[config.mk]
export PLATFORM = sky130hd
export DESIGN_NAME = demod_16qam_flat
export DESIGN_NICKNAME = d
export VERILOG_FILES = /design/src/rtl/demod_16qam_if.sv /design/src/rtl/demod_16qam.sv /design/src/flat_wrapper.sv
export SDC_FILE = /design/constraint.sdc
export NUM_CORES = 1
export LEC_CHECK = 0
export BUFFER_PORTS_ARGS = -buffer_cell sky130_fd_sc_hd__clkbuf_2
export CORE_MARGIN = 4
export CORE_UTILIZATION = 64
export CTS_BUF_LIST = sky130_fd_sc_hd__clkbuf_4 sky130_fd_sc_hd__clkbuf_8 sky130_fd_sc_hd__clkbuf_16
export DETAILED_ROUTE_END_ITERATION = 8
export PLACE_DENSITY = 0.86
export SETUP_SLACK_MARGIN = 0.4
export SYNTH_ARGS = -nofsm -noshare
export SYNTH_HDL_FRONTEND = slang
export SYNTH_SLANG_ARGS = --single-unit
[constraint.sdc]
create_clock -name clock_5000 -period 5.1 [get_ports clock_5000]
set_input_delay 1.02 -clock clock_5000 [delete_from_list [all_inputs] [get_ports clock_5000]]
set_output_delay 1.02 -clock clock_5000 [all_outputs]
set_load 0.1 [all_outputs]
[src/rtl/demod_16qam_if.sv]
// Sample-in / symbol-out bundle of the 16QAM demodulator.
// The demodulator takes the slave view; the source/sink side takes the master view.
interface demod_16qam_if #(
    parameter int BIT_IN = 14
);
    logic signed [BIT_IN-1:0] if_in;
    logic                     sync;
    logic                     sym_valid;
    logic                     i1;
    logic                     i0;
    logic                     q1;
    logic                     q0;
    logic [15:0]              sym_cnt;
    logic [15:0]              err_cnt;
    logic                     pn_lock;

    modport slave (
        input  if_in, sync,
        output sym_valid, i1, i0, q1, q0, sym_cnt, err_cnt, pn_lock
    );

    modport master (
        output if_in, sync,
        input  sym_valid, i1, i0, q1, q0, sym_cnt, err_cnt, pn_lock
    );
endinterface

[src/rtl/demod_16qam.sv]
// 16QAM IF demodulator: de-rotate, integrate-and-dump per 8-sample symbol, slice to 2+2 bits.
// Optional PN bit-error checkers are built when DEMOD_16QAM_BER_EN is defined.
module demod_16qam #(
    parameter int          SPS      = 8,
    parameter int          BIT_IN   = 14,
    parameter int          THRESH   = 4096,
    parameter logic [12:0] GEN_POLY = 13'b1_0000_1101_0001
) (
    input  logic          clock_5000,
    input  logic          reset,
    demod_16qam_if.slave  bus
);
    localparam int PW = $clog2(SPS);
    localparam int AW = BIT_IN + 2;
    localparam logic [PW-1:0]            PH_LAST = PW'(SPS - 1);
    localparam logic signed [BIT_IN-1:0] S_MIN   = {1'b1, {(BIT_IN-1){1'b0}}};
    localparam logic signed [BIT_IN-1:0] S_MAX   = {1'b0, {(BIT_IN-1){1'b1}}};
    localparam logic signed [AW-1:0]     THR_P   = AW'(THRESH);
    localparam logic signed [AW-1:0]     THR_N   = AW'(-THRESH);

    logic [PW-1:0]            phase_q, phase_d, ph_cur;
    logic signed [BIT_IN-1:0] d_q, d_d, neg_in;
    logic [PW-1:0]            d_ph_q, d_ph_d;
    logic                     d_vld_q, d_vld_d;
    logic signed [AW-1:0]     acc_i_q, acc_i_d, acc_q_q, acc_q_d, d_ext;
    logic                     full_q, full_d;
    logic                     done_q, done_d;
    logic                     sym_valid_q, sym_valid_d;
    logic [3:0]               sym_q, sym_d;
    logic [15:0]              sym_cnt_q, sym_cnt_d;

    function automatic logic [1:0] slice(input logic signed [AW-1:0] a);
        if (a >= THR_P)       slice = 2'b00;
        else if (!a[AW-1])    slice = 2'b01;
        else if (a >= THR_N)  slice = 2'b10;
        else                  slice = 2'b11;
    endfunction

    // Phase tracking and stage 1: sync re-tags the incoming sample as phase 0.
    always_comb begin
        ph_cur  = bus.sync ? '0 : phase_q;
        phase_d = ph_cur + PW'(1);
        neg_in  = (bus.if_in == S_MIN) ? S_MAX : -bus.if_in;
        d_d     = ph_cur[1] ? bus.if_in : neg_in;
        d_ph_d  = ph_cur;
        d_vld_d = 1'b1;
    end

    // Stage 2: phases 0/1 load rather than add, so a resync never mixes in stale sums.
    always_comb begin
        d_ext   = {{2{d_q[BIT_IN-1]}}, d_q};
        acc_i_d = acc_i_q;
        acc_q_d = acc_q_q;
        full_d  = full_q;
        done_d  = 1'b0;
        if (d_vld_q) begin
            if (!d_ph_q[0])
                acc_i_d = (d_ph_q == '0) ? d_ext : acc_i_q + d_ext;
            else
                acc_q_d = (d_ph_q == PW'(1)) ? d_ext : acc_q_q + d_ext;
            if (d_ph_q == '0)
                full_d = 1'b1;
            if (d_ph_q == PH_LAST)
                done_d = full_q;
        end
    end

    always_comb begin
        sym_valid_d = done_q;
        sym_d       = sym_q;
        sym_cnt_d   = sym_cnt_q;
        if (done_q) begin
            sym_d     = {slice(acc_i_q), slice(acc_q_q)};
            sym_cnt_d = sym_cnt_q + 16'd1;
        end
    end

    always_ff @(posedge clock_5000 or negedge reset) begin
        if (!reset) begin
            phase_q     <= '0;
            d_q         <= '0;
            d_ph_q      <= '0;
            d_vld_q     <= 1'b0;
            acc_i_q     <= '0;
            acc_q_q     <= '0;
            full_q      <= 1'b0;
            done_q      <= 1'b0;
            sym_valid_q <= 1'b0;
            sym_q       <= '0;
            sym_cnt_q   <= '0;
        end else begin
            phase_q     <= phase_d;
            d_q         <= d_d;
            d_ph_q      <= d_ph_d;
            d_vld_q     <= d_vld_d;
            acc_i_q     <= acc_i_d;
            acc_q_q     <= acc_q_d;
            full_q      <= full_d;
            done_q      <= done_d;
            sym_valid_q <= sym_valid_d;
            sym_q       <= sym_d;
            sym_cnt_q   <= sym_cnt_d;
        end
    end

    assign bus.sym_valid = sym_valid_q;
    assign bus.i1        = sym_q[3];
    assign bus.i0        = sym_q[2];
    assign bus.q1        = sym_q[1];
    assign bus.q0        = sym_q[0];
    assign bus.sym_cnt   = sym_cnt_q;

`ifdef DEMOD_16QAM_BER_EN
    logic [3:0]  miss, primed;
    logic        pn_lock_q, pn_lock_d;
    logic [15:0] err_cnt_q, err_cnt_d;
    logic [16:0] err_sum;

    // One self-synchronising checker per symbol bit; index matches sym_q bit order.
    for (genvar gi = 0; gi < 4; gi++) begin : g_chk
        logic [11:0] sr_q, sr_d;
        logic [3:0]  cnt_q, cnt_d;

        always_comb begin
            sr_d  = sr_q;
            cnt_d = cnt_q;
            if (sym_valid_q) begin
                sr_d = {sr_q[10:0], sym_q[gi]};
                if (cnt_q != 4'd12)
                    cnt_d = cnt_q + 4'd1;
            end
            if (bus.sync)
                cnt_d = '0;
        end

        always_ff @(posedge clock_5000 or negedge reset) begin
            if (!reset) begin
                sr_q  <= '0;
                cnt_q <= '0;
            end else begin
                sr_q  <= sr_d;
                cnt_q <= cnt_d;
            end
        end

        assign primed[gi] = (cnt_q == 4'd12);
        assign miss[gi]   = sym_valid_q & pn_lock_q & (sym_q[gi] ^ (^(sr_q & GEN_POLY[12:1])));
    end

    always_comb begin
        pn_lock_d = bus.sync ? 1'b0 : &primed;
        err_sum   = {1'b0, err_cnt_q} + 17'($countones(miss));
        err_cnt_d = err_sum[16] ? 16'hFFFF : err_sum[15:0];
    end

    always_ff @(posedge clock_5000 or negedge reset) begin
        if (!reset) begin
            pn_lock_q <= 1'b0;
            err_cnt_q <= '0;
        end else begin
            pn_lock_q <= pn_lock_d;
            err_cnt_q <= err_cnt_d;
        end
    end

    assign bus.err_cnt = err_cnt_q;
    assign bus.pn_lock = pn_lock_q;
`else
    logic unused_gen_poly;
    assign unused_gen_poly = ^GEN_POLY;
    assign bus.err_cnt     = 16'd0;
    assign bus.pn_lock     = 1'b0;
`endif
endmodule
[src/flat_wrapper.sv]
// flat-port wrapper written by rule: the top's interface ports become plain ports
module demod_16qam_flat 
#(
    parameter int          SPS      = 8,
    parameter int          BIT_IN   = 14,
    parameter int          THRESH   = 4096,
    parameter logic [12:0] GEN_POLY = 13'b1_0000_1101_0001
)
  (clock_5000, reset, bus_if_in, bus_sync, bus_sym_valid, bus_i1, bus_i0, bus_q1, bus_q0, bus_sym_cnt, bus_err_cnt, bus_pn_lock);
  demod_16qam_if #(.BIT_IN(BIT_IN)) bus_i ();
  input  logic clock_5000;
  input  logic reset;
  input wire logic [$bits(bus_i.if_in)-1:0] bus_if_in;
  input wire logic [$bits(bus_i.sync)-1:0] bus_sync;
  output wire logic [$bits(bus_i.sym_valid)-1:0] bus_sym_valid;
  output wire logic [$bits(bus_i.i1)-1:0] bus_i1;
  output wire logic [$bits(bus_i.i0)-1:0] bus_i0;
  output wire logic [$bits(bus_i.q1)-1:0] bus_q1;
  output wire logic [$bits(bus_i.q0)-1:0] bus_q0;
  output wire logic [$bits(bus_i.sym_cnt)-1:0] bus_sym_cnt;
  output wire logic [$bits(bus_i.err_cnt)-1:0] bus_err_cnt;
  output wire logic [$bits(bus_i.pn_lock)-1:0] bus_pn_lock;
  assign bus_i.if_in = bus_if_in;
  assign bus_i.sync = bus_sync;
  assign bus_sym_valid = bus_i.sym_valid;
  assign bus_i1 = bus_i.i1;
  assign bus_i0 = bus_i.i0;
  assign bus_q1 = bus_i.q1;
  assign bus_q0 = bus_i.q0;
  assign bus_sym_cnt = bus_i.sym_cnt;
  assign bus_err_cnt = bus_i.err_cnt;
  assign bus_pn_lock = bus_i.pn_lock;
  demod_16qam #(.SPS(SPS), .BIT_IN(BIT_IN), .THRESH(THRESH), .GEN_POLY(GEN_POLY)) u_core (.clock_5000(clock_5000), .reset(reset), .bus(bus_i));
endmodule
==> results of run 1 <==
metal layers:
metal | vias up | global-route usage | wire, um
met4 | 0 | 0.114 | 231
met5 | - | 0 | 0
met2 | 149 | 0.396 | 4940
met3 | 26 | 0.0385 | 612
li1 | 1848 | - | -
met1 | 1850 | 0.320 | 4250
flip-flops by register name, summed over array words and instances, names as in the netlist:
name / cells
u_core.acc_i_q: 16
u_core.acc_q_q: 16
u_core.bus.sym_cnt: 16
u_core.d_q: 14
u_core.sym_q: 4
u_core.d_ph_q: 3
u_core.phase_q: 3
u_core.bus.sym_valid: 1
u_core.d_vld_q: 1
u_core.done_q: 1
u_core.full_q: 1
synthesized netlist by cell type, types with 3 or more instances:
cell type,number
sky130_fd_sc_hd__dfrtp_1,76
sky130_fd_sc_hd__nand2_1,67
sky130_fd_sc_hd__a21oi_1,49
sky130_fd_sc_hd__nor2_1,43
sky130_fd_sc_hd__ha_1,33
sky130_fd_sc_hd__xnor2_1,32
sky130_fd_sc_hd__o21ai_0,21
sky130_fd_sc_hd__xor2_1,18
sky130_fd_sc_hd__buf_4,17
sky130_fd_sc_hd__clkbuf_1,16
sky130_fd_sc_hd__o21ai_1,14
sky130_fd_sc_hd__a21o_1,11
sky130_fd_sc_hd__nand3_1,11
sky130_fd_sc_hd__inv_1,10
sky130_fd_sc_hd__o22ai_1,8
sky130_fd_sc_hd__and2_1,7
sky130_fd_sc_hd__and3_1,7
sky130_fd_sc_hd__mux2_2,5
sky130_fd_sc_hd__mux2i_1,5
sky130_fd_sc_hd__nand4_1,5
sky130_fd_sc_hd__nor3_1,5
sky130_fd_sc_hd__a221oi_1,4
sky130_fd_sc_hd__nor2b_1,4
sky130_fd_sc_hd__o31ai_1,4
sky130_fd_sc_hd__a31oi_1,3
sky130_fd_sc_hd__nand2b_1,3
sky130_fd_sc_hd__o21bai_1,3
power by group through the flow:
stage,Combinational [uW],Clock (uW),Sequential (uW)
after floorplan,967,0,852
after global placement,1150,0,833
after detailed placement,1200,0,843
after CTS,1220,534,833
after global routing,1370,563,853
final,1240,527,836
kinds of logic after synthesis:
| group | share of synthesized area |
|---|---|
| xor+xnor | 0.0925 |
| other cells | 0.00159 |
| fa+ha+maj | 0.0957 |
| simple gates | 0.160 |
| flops | 0.402 |
| compound gates | 0.177 |
| buf+inv | 0.0486 |
| mux | 0.0225 |
area by class of cell:
class / count / area (um2) / share of cell area
Sequential cell: 76 / 1900 / 0.369
Multi-Input combinational cell: 413 / 2660 / 0.517
Clock inverter: 7 / 105 / 0.0204
Tap cell: 99 / 124 / 0.0241
Timing Repair Buffer: 38 / 195 / 0.0379
Clock buffer: 9 / 124 / 0.0241
Inverter: 10 / 37.5 / 0.00729
worst paths after layout:
kind,from,end,slack [ns],depth (start not counted)
setup / recovery,u_core.acc_q_q[0]$_DFFE_PN0P_,u_core.acc_q_q[10]$_DFFE_PN0P_,2.39,9
hold / removal,u_core.phase_q[0]$_DFF_PN0_,u_core.phase_q[0]$_DFF_PN0_,0.46,1
hold reg to reg,u_core.phase_q[0]$_DFF_PN0_,u_core.phase_q[0]$_DFF_PN0_,0.46,1
min in group asynchronous,reset,u_core.acc_q_q[2]$_DFFE_PN0P_,0.77,1
max in group asynchronous,reset,u_core.d_q[7]$_DFF_PN0_,3.66,1
setup reg to reg,u_core.acc_q_q[0]$_DFFE_PN0P_,u_core.acc_q_q[10]$_DFFE_PN0P_,2.39,9
per-stage QoR:
step / power (uW) / hold slack, ns / setup WS (ns)
6_report: 2600 / 0.455 / 2.39
5_1_grt: 2780 / 0.468 / 2.23
4_1_cts: 2590 / 0.448 / 2.41
3_5_place_dp: 2050 / 0.444 / 2.28
3_3_place_gp: 1980 / 0.423 / 2.36
2_1_floorplan: 1820 / 0.352 / 2.63
worst reg2reg max path: cells and delay by family (launching register included):
kind                     cells  cell delay [ns]
AO/OA/AOI/OAI                6             1.45
XOR/XNOR                     1             0.09
adder cells (fa/ha/maj)      2             0.68
flip-flops                   1             0.41
cell usage in the layout, fill, tap and decap left out, types with 11 or more instances in the layout:
master / netlist / routed
sky130_fd_sc_hd__dfrtp_1: 76 / 76
sky130_fd_sc_hd__nand2_1: 67 / 67
sky130_fd_sc_hd__a21oi_1: 49 / 49
sky130_fd_sc_hd__nor2_1: 43 / 43
sky130_fd_sc_hd__clkbuf_2: 0 / 36
sky130_fd_sc_hd__ha_1: 33 / 33
sky130_fd_sc_hd__xnor2_1: 32 / 32
sky130_fd_sc_hd__o21ai_0: 21 / 21
sky130_fd_sc_hd__xor2_1: 18 / 18
sky130_fd_sc_hd__conb_1: 2 / 18
sky130_fd_sc_hd__o21ai_1: 14 / 14
sky130_fd_sc_hd__nand3_1: 11 / 11
sky130_fd_sc_hd__a21o_1: 11 / 11
==> metrics.log, run 1 <==
INFO  metric first_pass_drt_iterations = 5
INFO  metric post_synth_num_cell_types = 54
INFO  metric antenna_diode_count = 0
INFO  metric cts_tree = yes
INFO  metric area_growth_syn_to_layout = 8.78%
INFO  metric slowest_delay = between 0.4 and 0.5 ns
INFO  metric grt_pass1_wl = 17000 um
INFO  metric cts.root.buffer_cell = sky130_fd_sc_hd__clkbuf_8
INFO  metric synth-seq-cells = 76
INFO  metric fillerInstances = approximately 540
INFO  metric synth_top_area_frac = 0.402
INFO  metric post-route-drc-count = 0
INFO  metric min_path_type = flip-flop to flip-flop
INFO  metric clkTransAtPathRegs = 0.09 ns
INFO  metric ratio_of_routed_vias_to_standard_cells = about 5.9
INFO  metric synth.cell_area = 0.00473 mm2
INFO  metric power.density_cell_area = just over 500 mW/mm2
INFO  metric part_of_the_total_power_dissipated_in_the_clock_network = 0.203
INFO  metric die_area = roughly 0.0088 mm2
INFO  metric timing_hold_violations_final = 0
INFO  metric crit_arrival = 2.95 ns
INFO  metric grt_antenna_before_repair = 0
INFO  metric seq_power_share = 0.322
INFO  metric clock_insertion_delay_worst_skew = around 0.36 ns
INFO  metric post-route-util = 0.714
INFO  metric final_cells = 652
INFO  metric grt_use_total = 0.244
INFO  metric drive_above_1_share = 0.128
INFO  metric pin_count_of_the_biggest_net_entering_global_routing = 77
INFO  metric placement.cell_area = ~0.0049 mm2
INFO  metric critical-path-slowest-cell = sky130_fd_sc_hd__fa_1
INFO  metric worstPathMaxFanout = 3
INFO  metric critical_path.endpoint_type = flip-flop
INFO  metric library_cell_with_the_largest_summed_area_after_synthesis = sky130_fd_sc_hd__dfrtp_1
INFO  metric detail_route.iter0.violations = between 300 and 400
INFO  metric switching_share = 0.425
INFO  metric synth_cells = 517
INFO  metric tritoncts_num_sinks = between 70 and 80
INFO  metric ios = 55
INFO  metric slew_violations = 0
INFO  metric final_nets = 600
INFO  metric grt-ovfl-total = 0
INFO  metric run_status = complete, no violations
INFO  metric first_global_vias = 3764
INFO  metric cp_num_buf_inv = 0
INFO  metric place.detailed.hpwl = between 7000 and 8000 um
INFO  metric port_buffers = 37
INFO  metric critPathLaunchType = flip-flop
INFO  metric syn-mean-instance-area = approximately 9 um2
INFO  metric floorplan.initialDensity = 0.656
INFO  metric fp.coreArea = 0.00721 mm2
INFO  metric max-clock-path-buffers = 2
INFO  metric p_leak = 0.00247 uW
INFO  metric yosys_warnings = 0
INFO  metric dp_cell_count = approximately 640
INFO  metric cts.hold.buffers_added = 0
INFO  metric ir_worst_vdd = 0.000283 V
INFO  metric post_cts.resized_instances = 0
INFO  metric worstPathCellList = ha_1, fa_1, a21o_1, a221oi_2, o21ai_2, a211o_1, o21ai_1, xor2_1, a221oi_1
INFO  metric rsz_0062_raised_after_global_routing = no
INFO  metric gp_congestion = 0.862
INFO  metric cp.required = 5.34 ns
INFO  metric synthArstFlopShare = 1.00
INFO  metric power_frac_comb = 0.475
INFO  metric final.setup.tns = 0 ns
INFO  metric yosys-top-cells-area = sky130_fd_sc_hd__dfrtp_1 40%, sky130_fd_sc_hd__ha_1 8.7%, sky130_fd_sc_hd__xnor2_1 5.9%, sky130_fd_sc_hd__nand2_1 5.3%, sky130_fd_sc_hd__a21oi_1 5.2%
INFO  metric power.net_switching = ~1100 uW
INFO  metric setup.worst_path.class = flip-flop to flip-flop
INFO  metric timing.final.crit_share = 0.532
INFO  metric fp.dieW = ~94 um
INFO  metric vias_post_dr = slightly below 4000
INFO  metric max_cap_viol_count = 0
INFO  metric slew_at_the_pin_closest_to_its_max_slew_limit = between 0.9 and 1 ns
INFO  metric max_freq = approximately 370 MHz
INFO  metric ant_nets = 0
INFO  metric prevailing_post_synth_register_cell = sky130_fd_sc_hd__dfrtp_1
INFO  metric setup_viol_count_final = 0
INFO  metric row_count = 31
INFO  metric final.setup_skew = around 0.015 ns
INFO  metric dieHeight = 94 um
INFO  metric yosysSeqAreaShare = 0.402
INFO  metric path_delay_family = compound AO/OA/AOI/OAI gates
INFO  metric totalWireLength = 10000 um
INFO  metric final_cell_area = a little over 0.005 mm2
INFO  metric routedWlPerCell = about 15 um
INFO  metric cts_inserted_buffers = 9
INFO  metric cellInternalPower = between 1000 and 1500 uW
INFO  metric cts_setup_buffers = 0
INFO  metric slew_headroom = 0.365
INFO  metric htree_depth = 3
INFO  metric timing.final.crit_period = 2.71 ns
INFO  metric synth_enable_flop_cells = 0
Power figures use the tool's default switching activity.
==> run 2: changes to the inputs <==
--- a/config.mk
+++ b/config.mk
@@ -7,10 +7,10 @@
 export LEC_CHECK = 0
 export BUFFER_PORTS_ARGS = -buffer_cell sky130_fd_sc_hd__clkbuf_2
 export CORE_MARGIN = 4
-export CORE_UTILIZATION = 64
+export CORE_UTILIZATION = 53
 export CTS_BUF_LIST = sky130_fd_sc_hd__clkbuf_4 sky130_fd_sc_hd__clkbuf_8 sky130_fd_sc_hd__clkbuf_16
 export DETAILED_ROUTE_END_ITERATION = 8
-export PLACE_DENSITY = 0.86
+export PLACE_DENSITY = 0.76
 export SETUP_SLACK_MARGIN = 0.4
 export SYNTH_ARGS = -nofsm -noshare
 export SYNTH_HDL_FRONTEND = slang
==> constraint.sdc (replaced) <==
create_clock -name clock_5000 -period 2.3 [get_ports clock_5000]
set_input_delay 0.46 -clock clock_5000 [delete_from_list [all_inputs] [get_ports clock_5000]]
set_output_delay 0.46 -clock clock_5000 [all_outputs]
set_load 0.1 [all_outputs]
==> run 2 against run 1 <==
Effect of this change:
- the flow now finishes with violations (setup timing)
- setup slack worse by 2.5 ns
- sequential power rose by 120%
- cell count grew 5.5%
- clock-buffer cell count up 2
- fmax rose by 15%
- final area up 12%
- critical path type unchanged
==> metrics.log, run 2 (same netlist as run 1, synthesis figures left out) <==
INFO  metric run_status = complete, but fails checks
INFO  metric antenna_diode_count = 0 (unchanged)
INFO  metric power_frac_comb = 0.542 (+0.067)
INFO  metric p_leak = 0.00263 uW (+6.4%)
INFO  metric die_area = 0.0105 mm2 (+19%)
INFO  metric post-route-drc-count = 0 (unchanged)
INFO  metric critPathLaunchType = flip-flop
INFO  metric dieHeight = 103 um (+9.0%)
INFO  metric port_buffers = 37 (unchanged)
INFO  metric seq_power_share = 0.281 (-0.041)
INFO  metric max-clock-path-buffers = 2 (unchanged)
INFO  metric clock_insertion_delay_worst_skew = 0.36 ns (about the same)
INFO  metric ir_worst_vdd = 0.000552 V (+95%)
INFO  metric crit_arrival = 2.63 ns (-0.32 ns)
INFO  metric ios = 55 (unchanged)
INFO  metric final_cell_area = 0.00578 mm2 (+12%)
INFO  metric final_cells = 688 (+5.5%)
INFO  metric cts.root.buffer_cell = sky130_fd_sc_hd__clkbuf_8
INFO  metric layout.cells.most_common = sky130_fd_sc_hd__dfrtp_1
INFO  metric final.setup_skew = 0.0225 ns (+0.00781 ns)
INFO  metric cellInternalPower = 3850 uW (+160%)
INFO  metric routedWlPerCell = 16.5 um (+6.9%)
INFO  metric dp_worst_setup_slack = -0.118 ns (-2.39 ns)
INFO  metric register_area = 0.00192 mm2 (+1.2%)
INFO  metric grt-ovfl-total = 0 (unchanged)
INFO  metric cp.required = 2.57 ns (-2.77 ns)
INFO  metric power.net_switching = 2810 uW (+150%)
INFO  metric rsz_0062_raised_after_global_routing = yes
INFO  metric setup_viol_count_final = 3 (+3)
INFO  metric area_growth_syn_to_layout = 22.1%
INFO  metric first_global_vias = 3960 (+5.2%)
INFO  metric part_of_the_total_power_dissipated_in_the_clock_network = 0.176 (-0.027)
INFO  metric grt_antenna_before_repair = 0 (unchanged)
INFO  metric ant_nets = 0 (unchanged)
INFO  metric vias_post_dr = 3970 (+2.5%)
INFO  metric power.density_cell_area = 1150 mW/mm2 (+130%)
INFO  metric final.setup.tns = -0.0879 ns (-0.0879 ns)
INFO  metric place.detailed.hpwl = 7410 um (+2.5%)
INFO  metric timing_hold_violations_final = 0 (unchanged)
INFO  metric regToRegSetupSlack = -0.06 ns (-2.45 ns)
INFO  metric gp_congestion = 0.901 (+4.6%)
INFO  metric slew_violations = 0 (unchanged)
INFO  metric grt_pass1_wl = 17800 um (+4.6%)
INFO  metric grt_use_total = 0.215 (-0.0293)
INFO  metric worstPathMaxFanout = 3 (unchanged)
INFO  metric ratio_of_routed_vias_to_standard_cells = 5.77 (-2.9%)
INFO  metric failed_checks = setup timing
INFO  metric min_path_type = primary input to asynchronous set/reset pin
INFO  metric tritoncts_num_sinks = 76 (unchanged)
INFO  metric cts_inserted_buffers = 9 (unchanged)
INFO  metric detail_route.iter0.violations = 233 (-35%)
INFO  metric timing.final.crit_period = 2.36 ns (-0.350 ns)
INFO  metric final_nets = 627 (+4.5%)
INFO  metric final.setup.worst_slack = -0.0615 ns (-2.45 ns)
INFO  metric highest_count_cells_in_the_layout_ignoring_fill_and_taps = 66 x sky130_fd_sc_hd__dfrtp_1, 62 x sky130_fd_sc_hd__nand2_1, 43 x sky130_fd_sc_hd__nor2_1, 41 x sky130_fd_sc_hd__a21oi_1, 36 x sky130_fd_sc_hd__clkbuf_2
INFO  metric max_cap_viol_count = 0 (unchanged)
INFO  metric floorplan.initialDensity = 0.543 (-0.113)
INFO  metric drive_above_1_share = 0.274 (+0.146)
INFO  metric multi_input_comb_area = 0.00300 mm2 (+13%)
INFO  metric pin_count_of_the_biggest_net_entering_global_routing = 48 (-38%)
INFO  metric fp.coreArea = 0.00872 mm2 (+21%)
INFO  metric first_pass_drt_iterations = 5 (unchanged)
INFO  metric htree_depth = 3 (unchanged)
INFO  metric fp.dieW = 103 um (+9.0%)
INFO  metric max_freq = 423 MHz (+15%)
INFO  metric cts.hold.buffers_added = 0 (unchanged)
INFO  metric placement.cell_area = 0.00515 mm2 (+4.8%)
INFO  metric switching_share = 0.422 (-0.00275)
INFO  metric dp_cell_count = 660 (+3.8%)
INFO  metric fillerInstances = 648 (+19%)
INFO  metric crit_start = u_core.acc_q_q[0]$_DFFE_PN0P_
INFO  metric row_count = 34 (+9.7%)
INFO  metric clkTransAtPathRegs = 0.10 ns (about the same)
INFO  metric totalWireLength = 11300 um (+13%)
INFO  metric worst_r2r_startpoint = u_core.acc_q_q[0]$_DFFE_PN0P_
INFO  metric slew_headroom = 0.608 (+0.243)
INFO  metric setup.worst_path.class = flip-flop to flip-flop
INFO  metric cts_tree = yes
INFO  metric critical_path.endpoint_type = flip-flop
INFO  metric post-route-util = 0.663 (-0.0511)
INFO  metric slew_at_the_pin_closest_to_its_max_slew_limit = 0.587 ns (-0.365 ns)
INFO  metric timing.final.crit_share = 1.03 (+0.495)
[run 2: path summary, 6_finish.rpt]
check | depth (start not counted) | to
setup / recovery | 9 | u_core.acc_q_q[10]$_DFFE_PN0P_
hold / removal | 1 | u_core.bus.sym_cnt[3]$_DFFE_PN0P_
hold reg to reg | 1 | u_core.phase_q[0]$_DFF_PN0_
min in group clock_5000 | 2 | u_core.d_ph_q[2]$_DFF_PN0_
setup reg to reg | 9 | u_core.acc_q_q[10]$_DFFE_PN0P_
max in group asynchronous | 2 | u_core.bus.sym_cnt[2]$_DFFE_PN0P_
[run 2: final cells by class]
| class | instances | area share |
|---|---|---|
| timing repair buffer | 65 | 0.0775 |
| clock inverter | 5 | 0.0145 |
| inverter | 10 | 0.00780 |
| sequential | 76 | 0.333 |
| tap | 108 | 0.0234 |
| clock buffer | 11 | 0.0251 |
| multi-input combinational | 413 | 0.519 |
[run 2: metrics by stage]
stage	power, uW	hold WS [ns]
after floorplan	4120	0.164
after global placement	4550	0.422
after detailed placement	4650	0.430
after CTS	6260	0.112
after global routing	7080	0.137
final	6650	0.0965
[run 2: timing repair]
item / 4_1_cts / 5_1_grt
pin swaps: 19 / 22
endpoints found under the setup margin: 19 / 22
hold endpoints to repair: 0 / 0
buffers inserted: 9 / 3
resized for setup: 32 / 28
[run 2: critical path, cell delays in order, from the launching register on]
cell                       delay (ns)
sky130_fd_sc_hd__dfrtp_1         0.39
sky130_fd_sc_hd__ha_2            0.20
sky130_fd_sc_hd__fa_2            0.34
sky130_fd_sc_hd__a21o_1          0.21
sky130_fd_sc_hd__a221oi_4        0.27
sky130_fd_sc_hd__o21ai_2         0.12
sky130_fd_sc_hd__a211o_1         0.30
sky130_fd_sc_hd__o21ai_1         0.10
sky130_fd_sc_hd__xor2_1          0.09
sky130_fd_sc_hd__a221oi_2        0.25
[run 2: layer usage]
metal / GRT usage / part of all wire
met1: 0.261 / 0.42
met2: 0.374 / 0.51
met3: 0.0521 / 0.053
met4: 0.0706 / 0.018
met5: 0 / 0
[run 2: power groups by stage]
| stage | sequential, uW | clock [uW] | combinational, uW |
|---|---|---|---|
| 3_5_place_dp | 1860 | 0 | 2800 |
| 5_1_grt | 1900 | 1250 | 3930 |
| 4_1_cts | 1850 | 1200 | 3210 |
| 2_1_floorplan | 1900 | 0 | 2220 |
| 6_report | 1870 | 1170 | 3610 |
| 3_3_place_gp | 1840 | 0 | 2710 |
==> run 3: changes to the inputs <==
--- a/config.mk
+++ b/config.mk
@@ -5,13 +5,15 @@
 export SDC_FILE = /design/constraint.sdc
 export NUM_CORES = 1
 export LEC_CHECK = 0
+export ABC_AREA = 1
 export BUFFER_PORTS_ARGS = -buffer_cell sky130_fd_sc_hd__clkbuf_2
 export CORE_MARGIN = 4
-export CORE_UTILIZATION = 53
+export CORE_UTILIZATION = 54
 export CTS_BUF_LIST = sky130_fd_sc_hd__clkbuf_4 sky130_fd_sc_hd__clkbuf_8 sky130_fd_sc_hd__clkbuf_16
 export DETAILED_ROUTE_END_ITERATION = 8
-export PLACE_DENSITY = 0.76
+export PLACE_DENSITY = 0.77
 export SETUP_SLACK_MARGIN = 0.4
 export SYNTH_ARGS = -nofsm -noshare
 export SYNTH_HDL_FRONTEND = slang
 export SYNTH_SLANG_ARGS = --single-unit
+export TNS_END_PERCENT = 1
==> run 3 against run 2 <==
Effect of this change:
- the flow now finishes without violations
- cell count increased by 39%
- die area increased by 10%
- clock-buffer cell count increased by 1
- sequential share of layout area decreased by 1.3 points
- sequential cell count unchanged
- combinational power decreased by 23%
- non-clock buffer count decreased by 21
- clock skew decreased by 0.0083 ns
- sequential power decreased by 2%
- setup slack improved by 0.52 ns
- total power decreased by 11%
- via count increased by 23%
==> metrics.log, run 3 <==
INFO  metric area_growth_syn_to_layout = 11.2%
INFO  metric ir_worst_vdd = 0.000484 V (-12%)
INFO  metric cts_inserted_buffers = 9 (unchanged)
INFO  metric critical-path-slowest-cell = sky130_fd_sc_hd__dfrtp_1
INFO  metric slew_at_the_pin_closest_to_its_max_slew_limit = 0.604 ns (+0.0169 ns)
INFO  metric final.setup.worst_slack = 0.461 ns (+0.522 ns)
INFO  metric tritoncts_num_sinks = 76 (unchanged)
INFO  metric worstPathMaxFanout = 4 (+1)
INFO  metric pin_count_of_the_biggest_net_entering_global_routing = 41 (-15%)
INFO  metric grt-ovfl-total = 0 (unchanged)
INFO  metric post-route-drc-count = 0 (unchanged)
INFO  metric post_synth_most_frequent_cells = 246 x sky130_fd_sc_hd__nand2_1, 108 x sky130_fd_sc_hd__inv_1, 76 x sky130_fd_sc_hd__dfrtp_1, 66 x sky130_fd_sc_hd__nand3_1, 52 x sky130_fd_sc_hd__nor2_1
INFO  metric setup_viol_count_final = 0 (-3)
INFO  metric final_nets = 868 (+38%)
INFO  metric library_cell_with_the_largest_summed_area_after_synthesis = sky130_fd_sc_hd__dfrtp_1
INFO  metric floorplan.initialDensity = 0.552 (+0.00946)
INFO  metric power.density_cell_area = 986 mW/mm2 (-14%)
INFO  metric dp_worst_setup_slack = 0.392 ns (+0.510 ns)
INFO  metric regToRegEndpoint = u_core.acc_q_q[9]$_DFFE_PN0P_
INFO  metric layout.cells.most_common = sky130_fd_sc_hd__nand2_1
INFO  metric port_buffers = 37 (unchanged)
INFO  metric cts.hold.buffers_added = 0 (unchanged)
INFO  metric timing.final.crit_period = 1.84 ns (-0.522 ns)
INFO  metric prevailing_post_synth_register_cell = sky130_fd_sc_hd__dfrtp_1
INFO  metric synth_enable_flop_cells = 0 (unchanged)
INFO  metric synthMostInstantiatedCell = sky130_fd_sc_hd__nand2_1
INFO  metric run_status = complete, no violations
INFO  metric slew_headroom = 0.597 (-0.0117)
INFO  metric ratio_of_routed_vias_to_standard_cells = 5.11 (-11%)
INFO  metric grt_pass1_wl = 20700 um (+16%)
INFO  metric cts.root.buffer_cell = sky130_fd_sc_hd__clkbuf_8
INFO  metric clkTransAtPathRegs = 0.08 ns (-0.02 ns)
INFO  metric ios = 55 (unchanged)
INFO  metric drive_above_1_share = 0.122 (-0.152)
INFO  metric regToRegSetupSlack = 0.46 ns (+0.52 ns)
INFO  metric timing_hold_violations_final = 0 (unchanged)
INFO  metric syn-mean-instance-area = 6.97 um2 (-24%)
INFO  metric die_area = 0.0116 mm2 (+10%)
INFO  metric fp.coreArea = 0.00973 mm2 (+12%)
INFO  metric routedWlPerCell = 12.7 um (-23%)
INFO  metric grt_use_total = 0.223 (+0.00806)
INFO  metric synth_cells = 771 (+49%)
INFO  metric cts_setup_buffers = 0 (-9)
INFO  metric final.setup.tns = 0 ns (+0.0879 ns)
INFO  metric rsz_0062_raised_after_global_routing = yes
INFO  metric min_path_type = primary input to asynchronous set/reset pin
INFO  metric critical_path.endpoint_type = flip-flop
INFO  metric synth-seq-cells = 76 (unchanged)
INFO  metric place.detailed.hpwl = 9400 um (+27%)
INFO  metric synthArstFlopShare = 1.00 (unchanged)
INFO  metric totalWireLength = 12100 um (+7.2%)
INFO  metric yosysSeqAreaShare = 0.354 (-0.0478)
INFO  metric yosys-top-cells-area = sky130_fd_sc_hd__dfrtp_1 35%, sky130_fd_sc_hd__nand2_1 17%, sky130_fd_sc_hd__ha_1 7.7%, sky130_fd_sc_hd__inv_1 7.5%, sky130_fd_sc_hd__nand3_1 6.1%
INFO  metric gp_congestion = 0.905 (+0.38%)
INFO  metric worstPathCellList = ha_1, or2_2, nand3_1, nand2_1, nand2_1, nand2_1, nand2_1, nand3_1, nand3_1, nand2_1
INFO  metric r2r_cells = 10 (+1)
INFO  metric grt_antenna_before_repair = 0 (unchanged)
INFO  metric yosys_warnings = 0 (unchanged)
INFO  metric htree_depth = 3 (unchanged)
INFO  metric critPathMostFrequentCell = sky130_fd_sc_hd__nand2_1
INFO  metric first_global_vias = 4717 (+19%)
INFO  metric synth.cell_area = 0.00537 mm2 (+14%)
INFO  metric crit_arrival = 2.09 ns (-0.54 ns)
INFO  metric dieHeight = 108 um (+5.1%)
INFO  metric vias_post_dr = 4878 (+23%)
INFO  metric row_count = 36 (+5.9%)
INFO  metric fp.dieW = 108 um (+5.1%)
INFO  metric synth_top_area_frac = 0.354 (-0.0478)
INFO  metric final.setup_skew = 0.0142 ns (-0.00832 ns)
INFO  metric worst_r2r_startpoint = u_core.d_q[2]$_DFF_PN0_
INFO  metric highest_count_cells_in_the_layout_ignoring_fill_and_taps = 243 x sky130_fd_sc_hd__nand2_1, 108 x sky130_fd_sc_hd__inv_1, 68 x sky130_fd_sc_hd__dfrtp_1, 66 x sky130_fd_sc_hd__nand3_1, 52 x sky130_fd_sc_hd__nor2_1
INFO  metric slowest_delay = 0.44 ns (+0.05 ns)
INFO  metric cp.required = 2.55 ns (-0.02 ns)
INFO  metric detail_route.iter0.violations = 319 (+37%)
INFO  metric crit_start = u_core.d_q[2]$_DFF_PN0_
INFO  metric post-route-util = 0.614 (-0.0486)
INFO  metric antenna_diode_count = 0 (unchanged)
INFO  metric first_pass_drt_iterations = 5 (unchanged)
INFO  metric ant_nets = 0 (unchanged)
INFO  metric max_cap_viol_count = 0 (unchanged)
INFO  metric max_freq = 544 MHz (+28%)
INFO  metric clock_insertion_delay_worst_skew = 0.36 ns (about the same)
INFO  metric critPathLaunchType = flip-flop
INFO  metric p_leak = 0.00345 uW (+31%)
INFO  metric max-clock-path-buffers = 2 (unchanged)
INFO  metric timing.final.crit_share = 0.800 (-0.227)
INFO  metric slew_violations = 0 (unchanged)
INFO  metric post_synth_num_cell_types = 35 (-35%)
INFO  metric setup.worst_path.class = flip-flop to flip-flop
INFO  metric cts_tree = yes
-- run 3: cell count changes after synthesis, sizes merged, moves of 6 or more --
cell / previous run / this run
nor3: 7 / 13
o22ai: 8 / 0
inv: 10 / 115
xnor2: 32 / 9
and3: 7 / 0
a21oi: 51 / 45
and2: 7 / 1
clkbuf: 16 / 8
or2: 2 / 8
a21o: 11 / 0
nand3: 11 / 67
nand2: 67 / 247
nor2: 43 / 57
-- run 3: cell families after synthesis --
group | Yosys count | synth area share
AND/OR/NAND/NOR | 404 | 0.324
buffers and inverters | 143 | 0.112
AO/OA/AOI/OAI | 83 | 0.0785
flip-flops | 76 | 0.354
adder cells (fa/ha/maj) | 35 | 0.0843
XOR/XNOR | 28 | 0.0456
other | 2 | 0.00140
-- run 3: layout make-up --
cell class                      count  area [um2]
Tap cell                          133         166
Multi-Input combinational cell    568        2950
Fill cell                         893        3760
Clock buffer                       12         153
Clock inverter                      4        97.6
Sequential cell                    76        1910
Timing Repair Buffer               44         253
Inverter                          117         439
-- run 3: critical path, delay by kind of cell (launching register included) --
family,cells,cell delay [ns]
flip-flops,1,0.44
AND/OR/NAND/NOR,9,0.95
adder cells (fa/ha/maj),1,0.34
-- run 3: routing by layer --
| layer | GRT usage | routed length, um | up-vias |
|---|---|---|---|
| li1 | - | - | 2478 |
| met1 | 0.264 | 5090 | 2239 |
| met2 | 0.402 | 6180 | 141 |
| met3 | 0.0408 | 613 | 20 |
| met4 | 0.0766 | 242 | 0 |
| met5 | 0 | 0 | - |
-- run 3: timing repair --
action	in CTS	in global routing
resized for setup	0	12
hold endpoints to repair	0	0
setup endpoints to repair	0	18
-- run 3: metrics by stage --
step / cells / hold WS [ns] / cell area (um2) / total power (uW)
floorplan: 787 / 0.164 / 5440 / 3980
global placement: 938 / 0.419 / 5700 / 4480
detailed placement: 938 / 0.432 / 5700 / 4560
CTS: 954 / 0.0861 / 5950 / 5850
global route: 954 / 0.109 / 5970 / 6380
finish: 954 / 0.0753 / 5970 / 5890
-- run 3: power breakdown --
part	switching (uW)	internal [uW]	leakage, uW
Sequential	237	1600	0.000945
Combinational	1820	961	0.00238
Clock	502	775	0.000124
-- run 3: how the worst max path moves through the flow --
stage	depth (start not counted)	endpoint
3_3_place_gp	10	u_core.acc_i_q[8]$_DFFE_PN0P_
3_5_place_dp	9	u_core.d_q[13]$_DFF_PN0_
2_1_floorplan	9	u_core.bus.sym_cnt[14]$_DFFE_PN0P_
6_report	10	u_core.acc_q_q[9]$_DFFE_PN0P_
4_1_cts	9	u_core.acc_q_q[6]$_DFFE_PN0P_
5_1_grt	12	u_core.acc_q_q[10]$_DFFE_PN0P_
